### src/rtl/board_mem_arbiter_pkg.sv
// board_mem_arbiter_pkg: shared types and constants for the board memory arbiter.
package board_mem_arbiter_pkg;

    localparam int ADDR_W     = 6;
    localparam int CELL_W     = 3;
    localparam int COL_W      = 4;
    localparam int BOARD_COLS = 10;

    typedef logic [ADDR_W-1:0] address_t;
    typedef logic [CELL_W-1:0] cell_t;
    typedef logic [COL_W-1:0]  col_t;

    typedef enum logic [1:0] {
        ARB_IDLE  = 2'd0,
        ARB_START = 2'd1,
        ARB_BURST = 2'd2
    } arb_state_e;

endpackage

### src/rtl/board_mem_arbiter.sv
// board_mem_arbiter: shares one row-burst board memory between the display
// (read only) and the game logic (read or write). One burst at a time:
// IDLE (grant) -> START (mem_start) -> BURST (COLS cells) -> IDLE.
// Build option: define BOARD_MEM_ARB_RR_EN to alternate grants on simultaneous
// requests; without it the display always wins a tie.
module board_mem_arbiter
    import board_mem_arbiter_pkg::*;
#(
    parameter int COLS       = BOARD_COLS,
    parameter int LATE_LIMIT = 16
) (
    input  logic       clk,
    input  logic       reset_n,
    input  logic       disp_req,
    input  logic [5:0] disp_row,
    output logic       disp_gnt,
    output logic       disp_valid,
    output logic [3:0] disp_col,
    output logic [2:0] disp_data,
    input  logic       game_req,
    input  logic       game_we,
    input  logic [5:0] game_row,
    input  logic [2:0] game_wdata,
    output logic       game_gnt,
    output logic       game_valid,
    output logic [3:0] game_col,
    output logic [2:0] game_rdata,
    output logic       mem_start,
    output logic       mem_write_enable,
    output logic       mem_cont,
    output logic [5:0] mem_addr,
    output logic [2:0] mem_wdata,
    input  logic [2:0] mem_rdata,
    output logic       disp_late
);

    localparam logic [1:0] S_IDLE  = ARB_IDLE;
    localparam logic [1:0] S_START = ARB_START;
    localparam logic [1:0] S_BURST = ARB_BURST;

    localparam col_t COL_LAST = col_t'(COLS - 1);

    // The wait counter saturates one above the limit so "exceeded" stays visible.
    localparam int                WAIT_W   = $clog2(LATE_LIMIT + 2);
    localparam logic [WAIT_W-1:0] WAIT_MAX = WAIT_W'(LATE_LIMIT + 1);
    localparam logic [WAIT_W-1:0] WAIT_THR = WAIT_W'(LATE_LIMIT);

    logic [1:0]        r_state;
    logic              r_owner;   // 1 = game owns the current burst
    address_t          r_row;
    logic              r_we;
    col_t              r_col;
    logic [WAIT_W-1:0] r_wait;
    logic              r_late;

    logic w_idle;
    logic w_start;
    logic w_burst;
    logic w_any_req;
    logic w_pick_game;
    logic w_grant;
    logic w_disp_gnt;
    logic w_disp_own;
    logic w_game_own;

    assign w_idle    = (r_state == S_IDLE);
    assign w_start   = (r_state == S_START);
    assign w_burst   = (r_state == S_BURST);
    assign w_any_req = disp_req | game_req;

`ifdef BOARD_MEM_ARB_RR_EN
    logic r_last;   // owner of the most recent grant, 1 = game

    // On a tie the requester that was not granted last time wins.
    assign w_pick_game = game_req & (~disp_req | ~r_last);

    // Remember who was granted last; reset value lets the display win the first tie.
    always_ff @(posedge clk or negedge reset_n) begin
        if (!reset_n)
            r_last <= 1'b1;
        else if (w_grant)
            r_last <= w_pick_game;
    end
`else
    // Fixed priority: the display always wins a tie.
    assign w_pick_game = game_req & ~disp_req;
`endif

    // Grant is combinational in IDLE; gated by reset so every output is 0 in reset.
    assign w_grant    = w_idle & w_any_req & reset_n;
    assign w_disp_gnt = w_grant & ~w_pick_game;
    assign disp_gnt   = w_disp_gnt;
    assign game_gnt   = w_grant & w_pick_game;

    // Burst sequencer: latch the winner in IDLE, then START and COLS burst cycles.
    always_ff @(posedge clk or negedge reset_n) begin
        if (!reset_n) begin
            r_state <= S_IDLE;
            r_owner <= 1'b0;
            r_row   <= '0;
            r_we    <= 1'b0;
            r_col   <= '0;
        end else begin
            case (r_state)
                S_IDLE: begin
                    if (w_any_req) begin
                        r_state <= S_START;
                        r_owner <= w_pick_game;
                        r_row   <= w_pick_game ? game_row : disp_row;
                        r_we    <= w_pick_game & game_we;
                    end
                end
                S_START: begin
                    r_state <= S_BURST;
                    r_col   <= '0;
                end
                S_BURST: begin
                    if (r_col == COL_LAST)
                        r_state <= S_IDLE;
                    else
                        r_col <= r_col + 1'b1;
                end
                default: r_state <= S_IDLE;
            endcase
        end
    end

    assign w_disp_own = w_burst & ~r_owner;
    assign w_game_own = w_burst & r_owner;

    assign mem_start        = w_start;
    assign mem_cont         = w_burst;
    assign mem_addr         = (w_start | w_burst) ? r_row : '0;
    assign mem_write_enable = (w_start | w_burst) & r_we;
    assign mem_wdata        = (w_game_own & r_we) ? game_wdata : '0;

    assign disp_valid = w_disp_own;
    assign disp_col   = w_disp_own ? r_col : '0;
    assign disp_data  = w_disp_own ? mem_rdata : '0;

    assign game_valid = w_game_own;
    assign game_col   = w_game_own ? r_col : '0;
    assign game_rdata = (w_game_own & ~r_we) ? mem_rdata : '0;

    // Count cycles the display has been kept waiting; any grant or drop clears it.
    always_ff @(posedge clk or negedge reset_n) begin
        if (!reset_n)
            r_wait <= '0;
        else if (!disp_req || w_disp_gnt)
            r_wait <= '0;
        else if (r_wait != WAIT_MAX)
            r_wait <= r_wait + 1'b1;
    end

    // Sticky lateness flag, cleared only by reset.
    always_ff @(posedge clk or negedge reset_n) begin
        if (!reset_n)
            r_late <= 1'b0;
        else if (r_wait > WAIT_THR)
            r_late <= 1'b1;
    end

    assign disp_late = r_late;

endmodule

### config.mk
export PLATFORM = sky130hd
export DESIGN_NAME = board_mem_arbiter
export DESIGN_NICKNAME = d
export VERILOG_FILES = /design/src/rtl/board_mem_arbiter_pkg.sv /design/src/rtl/board_mem_arbiter.sv
export SDC_FILE = /design/constraint.sdc
export NUM_CORES = 1
export LEC_CHECK = 0
export ABC_AREA = 1
export CAP_MARGIN = 25
export CORE_MARGIN = 3
export CORE_UTILIZATION = 42
export CTS_BUF_LIST = sky130_fd_sc_hd__clkbuf_16
export CTS_CLUSTER_DIAMETER = 150
export DETAILED_ROUTE_END_ITERATION = 7
export PLACE_DENSITY = 0.8
export SLEW_MARGIN = 5
export SYNTH_ARGS = -nofsm -noshare
export SYNTH_HDL_FRONTEND = slang
export SYNTH_SLANG_ARGS = --single-unit
export TNS_END_PERCENT = 20
### constraint.sdc
create_clock -name clk -period 1.7 [get_ports clk]
set_input_delay 0.34 -clock clk [delete_from_list [all_inputs] [get_ports clk]]
set_output_delay 0.34 -clock clk [all_outputs]
set_load 0.02 [all_outputs]
# [Yosys cells after proc, flatten, opt, wreduce, memory -nomap -nowiden]
# Cells that the tools add are included.
[totals] reg_bits=20 input_bits=23
[op_classes] add_sub_neg=2 magnitude_cmp=1 eq_ne=7 muxes=14 bitwise=17 n_reduce_logical=8
[ops] cell="2-to-1 mux 4 bit" count=3
[ops] cell="2-to-1 mux 6 bit" count=2
[ops] cell="AND 1 bit" count=11
[ops] cell="2-to-1 mux 5 bit" count=2
[ops] cell="2-to-1 mux 3 bit" count=3
[ops] cell="one-hot mux 4 bit (2 select lines)" count=1
[ops] cell="one-hot mux 2 bit (3 select lines)" count=1
[ops] cell="AND reduction 2 bit" count=3
[ops] cell="adder 5 x 1 -> 5 bit, second input constant" count=1
[ops] cell="> comparator 5 bit, second input constant" count=1
[ops] cell="inequality test 5 bit, second input constant" count=1
[ops] cell="adder 4 x 1 -> 4 bit, second input constant" count=1
[ops] cell="== test 4 bit, second input constant" count=1
[ops] cell="2-to-1 mux 2 bit" count=2
[ops] cell="inequality test 2 x 1 -> 1 bit, second input constant" count=2
[ops] cell="NOT 1 bit" count=4
[ops] cell="nonzero test 2 bit" count=2
[ops] cell="== test 2 x 1 -> 1 bit, second input constant" count=1
[ops] cell="== test 2 bit, second input constant" count=1
[ops] cell="logical NOT 2 bit" count=1
[ops] cell="inequality test 2 bit, second input constant" count=1
[ops] cell="OR 1 bit" count=2
[ops] cell="logical NOT 1 bit" count=1
[ops] cell="logical OR 1 bit" count=1

# [Depth between registers and ports, before layout]
# Gate-level depths: netlist of run 1.
[depth] depth_word=6 mapped_depth=7 mapped_depth_nobuf=7

# [Worst setup path before layout of run 1]
# Ideal clock, no wire load.
[synth_path] path_type="reg-to-output" start="reg r_state[0]" end="out disp_col[0]" t_arrival_ns=1.732 t_required_ns=1.360 slack_ns=-0.372 path_stages_with_launch=7 n_path_buf=0 path_cell_list="dfrtp_1 inv_1 ha_1 inv_1 nor2_1 inv_1 nor2_1"
[synth_via] elab_chain_len=3
[synth_rtl] item="start, declared" line_no="board_mem_arbiter.sv:48" text="logic [1:0] r_state;"
[synth_rtl] item="start signal, assigned" line_no="board_mem_arbiter.sv:98" text="r_state <= S_IDLE;"
[synth_rtl] item="start signal, assigned" line_no="board_mem_arbiter.sv:107" text="r_state <= S_START;"
[synth_rtl] item="start signal, assigned" line_no="board_mem_arbiter.sv:114" text="r_state <= S_BURST;"
[synth_rtl] item="== test 2 bit" line_no="board_mem_arbiter.sv:68" text="assign w_burst = (r_state == S_BURST);"
[synth_rtl] item="via mem_cont" line_no="board_mem_arbiter.sv:30" text="output logic mem_cont,"
[synth_rtl] item="AND 1 bit" line_no="board_mem_arbiter.sv:128" text="assign w_disp_own = w_burst & ~r_owner;"
[synth_rtl] item="via disp_valid" line_no="board_mem_arbiter.sv:17" text="output logic disp_valid,"
[synth_rtl] item="2-to-1 mux 4 bit" line_no="board_mem_arbiter.sv:138" text="assign disp_col = w_disp_own ? r_col : '0;"
[synth_rtl] item="end, declared" line_no="board_mem_arbiter.sv:18" text="output logic [3:0] disp_col,"
# The timed path passes the listed nets, and every way through them passes these cells.

# [Worst setup path after layout of run 1]
[layout_path] start="reg r_state[0]" end="out disp_data[2]"
[layout_via] elab_chain_len=3
[layout_rtl] item="== test 2 bit" line_no="board_mem_arbiter.sv:68"
[layout_rtl] item="AND 1 bit" line_no="board_mem_arbiter.sv:128"
[layout_rtl] item="2-to-1 mux 3 bit" line_no="board_mem_arbiter.sv:139" text="assign disp_data = w_disp_own ? mem_rdata : '0;"
[layout_rtl] item="end, declared" line_no="board_mem_arbiter.sv:19" text="output logic [2:0] disp_data,"
# No other way between the ends.

==> reports/qor.yml, run 1 <==
ys_warn_count: 0
synth-seq-area-share: 0.3968
layout-drive-gt1-share: 0.3580
cap_viol_max_count: 0
p_sw_mw: 1.364
syn_area_per_cell_um2: 7.125
drt_iter0_markers: 52
critPathMaxFanout: 7
swShare: 0.4310
grt-ovfl-total: 0
area_growth_pct: 75.59
syn_area_um2: 1261
end_kind: "output port"
nNetsFinal: 290
fmax_mhz: 564.5
synth-xor-area-share: 0.006944
viasPerCell: 4.990
synth-adder-area-share: 0.08929
worstPathArrival_ns: 1.43
drt-pass1-iter-count: 4
gp_congestion: 0.8446
critPathLaunchType: "flip-flop"
vias: 1437
vdd_drop_max_uv: 817.7
synth-simple-area-share: 0.2937
slew_headroom: 0.8016
comb_power_share: 0.601
cp_data_required_time_ns: 1.36
area.sequential_um2: 500.5
synthMuxAreaShare: 0
power_frac_clock: 0.160
synth_cell_type_count: 19
diodes: 0
violations: "setup timing"
design.core.area_um2: 2805
min_path_type: "reg2reg"
remaining_drc_errors: 0
clkTransAtPathRegs_ns: 0.06
rows: 19
antenna_found_initial: 0
clk-insertion-delay-late_ns: 0.26
clock_path_buffers: 2
syn-num-nets: 209
fp.dieArea_um2: 3697
worstMarginPinSlew_ns: 0.2976
cts_max_level: 1
numCtsBuffers: 3
cts-root-buf: "clkbuf_16"
pwr-share-seq: 0.239
die_x_um: 60.80
routedWlPerCell_um: 13.80
period_share: 1.042
routed_wl_um: 3975
grt_pass1_vias: 1330
io_pins: 54
power_leakage_nw: 1.152
post-dp-hpwl_um: 2739
period_minus_slack_ns: 1.771
power_density_nw_per_um2: 1429
power_mw: 3.165
fillCellCount: 187
yosys_register_bits: 20
grt_max_degree: 22
reg2reg_slack_ns: 0.08
cts_sinks: 20
synth_top_family_by_area: "simple AND/OR/NAND/NOR gates"
skew_ns: 0.003818
postCtsHoldBufs: 0
fin_ws_ns: -0.07136
synth_cells: 177
grt_pass1_wl_um: 5865
port_buffers: 53
final_max_slew_viol_count: 0
setup_viol: 24
dp_slack_ns: -0.4489
initial_core_util: 0.4496
grtUsageTotal: 0.2162
ant_nets: 0
final_hold_viol_count: 0
die_h_um: 60.80
critical_path_class: "reg2out"
rsz0062_at_grt: "yes"
synth_compound_area_frac: 0.1032
cts_tree: "done"
power.internal_mw: 1.801
multi_input_area_um2: 758.2
outcome: "finished with violations"
==> power groups by stage <==
| stage | combinational, mW | sequential (mW) | clock [mW] |
|---|---|---|---|
| 2_1_floorplan | 0.894 | 0.726 | 0 |
| 3_3_place_gp | 1.60 | 0.736 | 0 |
| 3_5_place_dp | 1.63 | 0.745 | 0 |
| 4_1_cts | 1.65 | 0.752 | 0.510 |
| 5_1_grt | 2.06 | 0.776 | 0.526 |
| 6_report | 1.90 | 0.757 | 0.506 |
==> flip-flops by register name (all words and copies together) (netlist names) <==
name and flops:
disp_late 1, r_col 4, r_state 2, r_row 6, r_owner 1, r_wait 5, r_we 1
==> layout by cell type, fill, tap and decap left out, drive strengths merged <==
cell / count
xor2: 1
a31oi: 1
dfrtp: 20
nor3: 2
a21oi: 3
buf: 53
nand2: 43
ha: 9
nand4: 3
inv: 37
clkinv: 1
clkbuf: 3
o22ai: 1
o21ai: 16
clkdlybuf4s50: 23
nor2: 30
or2: 2
nand3: 9
==> cell families (layout without fill, tap and decap cells) <==
logic type                 after synthesis  after routing
DFF                                     20             20
xor gates and xnor gates                 1              1
AOI/OAI and AO/OA                       21             21
adders and majority gates                9              9
buffers and inverters                   37            117
and+or+nand+nor                         89             89
==> final cells by class <==
type	instances	area share
clock inverters	1	0.001695
multi-input cells	120	0.3424
inverters	37	0.06610
repair buffers	76	0.3124
well taps	31	0.01751
flip-flops and latches	20	0.2260
clock buffers	3	0.03390
==> synth_stat cells <==
| master | instances | area (µm²) |
|---|---|---|
| nand2_1 | 43 | 161.4 |
| inv_1 | 34 | 127.6 |
| nor2_1 | 28 | 105.1 |
| dfrtp_1 | 20 | 500.5 |
| ha_1 | 9 | 112.6 |
| nand3_1 | 9 | 45.04 |
| o21ai_0 | 9 | 45.04 |
| o21ai_1 | 7 | 35.03 |
| inv_2 | 3 | 11.26 |
| nand4_1 | 3 | 18.77 |
| a21oi_4 | 2 | 32.53 |
| nor3_1 | 2 | 10.01 |
| or2_2 | 2 | 12.51 |
| a21oi_1 | 1 | 5.000 |
| a31oi_1 | 1 | 6.260 |
| nor2_2 | 1 | 6.260 |
| nor2_4 | 1 | 11.26 |
| o22ai_1 | 1 | 6.260 |
| xor2_1 | 1 | 8.760 |
==> critical path, cell delays in order (launching register included) <==
cell and delay [ns]:
dfrtp_1 0.40, inv_2 0.10, ha_4 0.16, inv_2 0.05, nor2_4 0.14, inv_6 0.08
nor2_2 0.10, buf_6 0.12
==> worst paths after layout <==
| check | startpoint | endpoint | depth (start not counted) |
|---|---|---|---|
| setup / recovery | r_state[0] | disp_data[2] | 7 |
| hold / removal | disp_late | disp_late | 1 |
| setup reg to reg | r_state[0] | r_state[1] | 9 |
| hold reg to reg | disp_late | disp_late | 1 |
| max in group asynchronous | reset_n | r_wait[1] | 2 |
| min in group asynchronous | reset_n | r_col[0] | 2 |
==> through the flow <==
stage | area, µm² | TNS, ns | util | hold WS, ns | std cells
2_1_floorplan | 1331 | -0.03137 | - | 0.04441 | 177
3_3_place_gp | 2028 | -7.347 | 0.7230 | 0.4591 | 278
3_5_place_dp | 2028 | -8.334 | 0.7230 | 0.4666 | 278
4_1_cts | 2113 | -0.7586 | 0.7533 | 0.4705 | 286
5_1_grt | 2215 | -2.176 | 0.7895 | 0.5004 | 288
6_report | 2215 | -0.7857 | 0.7895 | 0.4654 | 288
==> metal layers <==
metal,wire length [µm],share of wire,GRT usage
met1,1482,0.37,0.2507
met2,2180,0.55,0.3695
met3,180,0.045,0.02979
met4,132,0.033,0.1424
met5,0,0,0
==> timing repair <==
action / CTS / global route
endpoints found under the hold margin: 0 / 0
setup buffers: 4 / 2
setup endpoints to repair: 30 / 27
gates cloned: 0 / 0
gates resized for setup: 156 / 28
pin swaps: 0 / 2
(Power assumes the default switching activity.)
==> inputs of run 2 (changes only) <==
==> constraint.sdc (replaced) <==
create_clock -name clk -period 1.7 [get_ports clk]
set_input_delay 0.34 -clock clk [delete_from_list [all_inputs] [get_ports clk]]
set_output_delay 0.34 -clock clk [all_outputs]
set_load 0.005 [all_outputs]
==> run 2 against run 1 <==
Compared with the run above: die area stayed put; global-route usage fell by 1.3 points; critical path depth shrank 1; largest cell class unchanged; setup slack better by 0.0087 ns; via count decreased by 5.2%; non-clock buffer count is the same; power shrank 12%; fmax increased by 0.49%; sequential power rose by 1%; the flow still finishes with violations (setup timing).
==> reports/qor.yml, run 2 (same netlist as run 1, synthesis figures left out) <==
cts-root-buf: "clkbuf_16"
critPathCapture: "game_col[2]"
port_buffers: 53  # unchanged
gp_congestion: 0.8520  # +0.88%
numCtsBuffers: 3  # unchanged
cts_tree: "done"
grt_pass1_wl_um: 5533  # -5.7%
grt_max_degree: 22  # unchanged
path_cells: "inv_2 -> ha_4 -> nand2_2 -> buf_4 -> nor2_1 -> clkdlybuf4s15_2"
postCtsHoldBufs: 0  # unchanged
cts_max_level: 1  # unchanged
period_share: 1.037  # -0.005115
worst_path_max_delay_cell: "dfrtp_1"
max_stage_delay_ns: 0.39  # about the same
worstPathArrival_ns: 1.42  # about the same
grtUsageTotal: 0.2032  # -0.01307
final_cells: 287  # -0.35%
fillCellCount: 225  # +20%
reg2reg_slack_ns: 0.31  # +0.23 ns
cp_data_required_time_ns: 1.36  # about the same
viasPerCell: 4.746  # -4.9%
drt-pass1-iter-count: 5  # +1
die_x_um: 60.80  # unchanged
vias: 1362  # -5.2%
tns_ns: -0.2825  # +0.5031 ns
remaining_drc_errors: 0  # unchanged
routedWlPerCell_um: 12.05  # -13%
skew_ns: 0.002672  # -0.001146 ns
clock_path_buffers: 2  # unchanged
drt_iter0_markers: 57  # +9.6%
final_max_slew_viol_count: 0  # unchanged
final_common_cell: "nand2_1"
reg.largest.list: "r_row x6, r_wait x5, r_col x4"
rsz0062_at_grt: "yes"
r2r-start: "r_state[0]"
cap_viol_max_count: 0  # unchanged
io_pins: 54  # unchanged
top_register: "r_row"
grt-ovfl-total: 0  # unchanged
setup_viol: 11  # -54%
design_area_um2: 2063  # -6.8%
violations: "setup timing"
ant_nets: 0  # unchanged
final_hold_viol_count: 0  # unchanged
rr_endpoint: "r_state[1]"
end_kind: "output port"
fp.dieArea_um2: 3697  # unchanged
power_density_nw_per_um2: 1344  # -5.9%
layout-drive-gt1-share: 0.3242  # -0.03376
slew_headroom: 0.8083  # +0.006712
layout_common_cells: "40 x nand2_1, 28 x inv_1, 23 x buf_2"
die_h_um: 60.80  # unchanged
clkTransAtPathRegs_ns: 0.05  # about the same
critical_path_class: "reg2out"
outcome: "finished with violations"
grt_pass1_vias: 1254  # -5.7%
worstMarginPinSlew_ns: 0.2876  # -0.01007 ns
startpoint: "r_state[0]"
nNetsFinal: 290  # unchanged
period_minus_slack_ns: 1.763  # -0.008696 ns
clk-insertion-delay-late_ns: 0.25  # about the same
routed_wl_um: 3457  # -13%
rows: 19  # unchanged
placed_cell_area_um2: 1943  # -4.2%
largest_reg_flops: 6  # unchanged
fin_ws_ns: -0.06267  # +0.008696 ns
fmax_mhz: 567.3  # +0.49%
critPathMaxFanout: 4  # -3
min_path_type: "reg2reg"
power_leakage_nw: 1.137  # -1.3%
critPathLaunchType: "flip-flop"
diodes: 0  # unchanged
design.core.area_um2: 2805  # unchanged
antenna_found_initial: 0  # unchanged
post-dp-hpwl_um: 2569  # -6.2%
cts_sinks: 20  # unchanged
initial_core_util: 0.4496  # unchanged
dp_cells: 276  # -0.72%
area_growth_pct: 63.59
vdd_drop_max_uv: 654.9  # -20%
worst-r2r-cell-count: 8  # -1
-- run 2: through the flow --
| stage | utilization | setup slack, ns | power, mW | hold slack [ns] |
|---|---|---|---|---|
| CTS | 0.7382 | -0.07516 | 2.725 | 0.4801 |
| floorplan | - | 0.2098 | 1.357 | 0.04441 |
| global route | 0.7355 | -0.1339 | 2.999 | 0.5140 |
| detailed placement | 0.6927 | -0.3087 | 2.068 | 0.4683 |
| global placement | 0.6927 | -0.2958 | 2.035 | 0.4567 |
| finish | 0.7355 | -0.06267 | 2.774 | 0.4736 |
-- run 2: final cells by class --
cell class              instances  area, µm²  area share
clock buffers                   3      75.07     0.03639
inverters                      37      146.4     0.07095
multi-input cells             120      709.4      0.3438
flip-flops and latches         20      501.7      0.2432
well taps                      31      38.79     0.01880
repair buffers                 76      591.8      0.2868
-- run 2: critical path, delay by kind of cell, from the launching register on --
kind / cells / cell delay [ns]
flip-flops: 1 / 0.39
adder cells (fa/ha/maj): 1 / 0.17
AND/OR/NAND/NOR: 2 / 0.16
buffers and inverters: 3 / 0.47
-- run 2: report_power, final --
part / internal, mW / switching, mW
logic: 0.779 / 0.765
clock network: 0.309 / 0.155
registers: 0.631 / 0.135
total: 1.72 / 1.05
-- run 2: timing repair --
action	4_1_cts	5_1_grt
endpoints found under the setup margin	30	27
pin swaps	4	7
gates resized for setup	123	23
setup buffers	7	1
-- run 2: worst min path at each step --
stage	startpoint	end	slack, ns	depth (start not counted)
3_3_place_gp	disp_late	disp_late	0.46	1
5_1_grt	r_row[0]	r_row[0]	0.51	2
2_1_floorplan	reset_n	disp_late	0.04	0
3_5_place_dp	disp_late	disp_late	0.47	1
6_report	disp_late	disp_late	0.47	1
4_1_cts	disp_late	disp_late	0.48	1
-- run 2: per-layer routing --
metal | GRT usage | up-vias | wire [µm]
met5 | 0 | - | 0
met4 | 0.05573 | 0 | 39
met3 | 0.04255 | 4 | 170
met2 | 0.3679 | 38 | 1787
met1 | 0.2418 | 619 | 1459
li1 | - | 701 | -
==> inputs of run 3 (changes only) <==
--- a/config.mk
+++ b/config.mk
@@ -13,6 +13,7 @@
 export CTS_CLUSTER_DIAMETER = 150
 export DETAILED_ROUTE_END_ITERATION = 7
 export PLACE_DENSITY = 0.8
+export REMOVE_ABC_BUFFERS = 1
 export SLEW_MARGIN = 5
 export SYNTH_ARGS = -nofsm -noshare
 export SYNTH_HDL_FRONTEND = slang
==> results of run 3 <==
The final DEF is identical to that of run 2; final timing and power are the same.
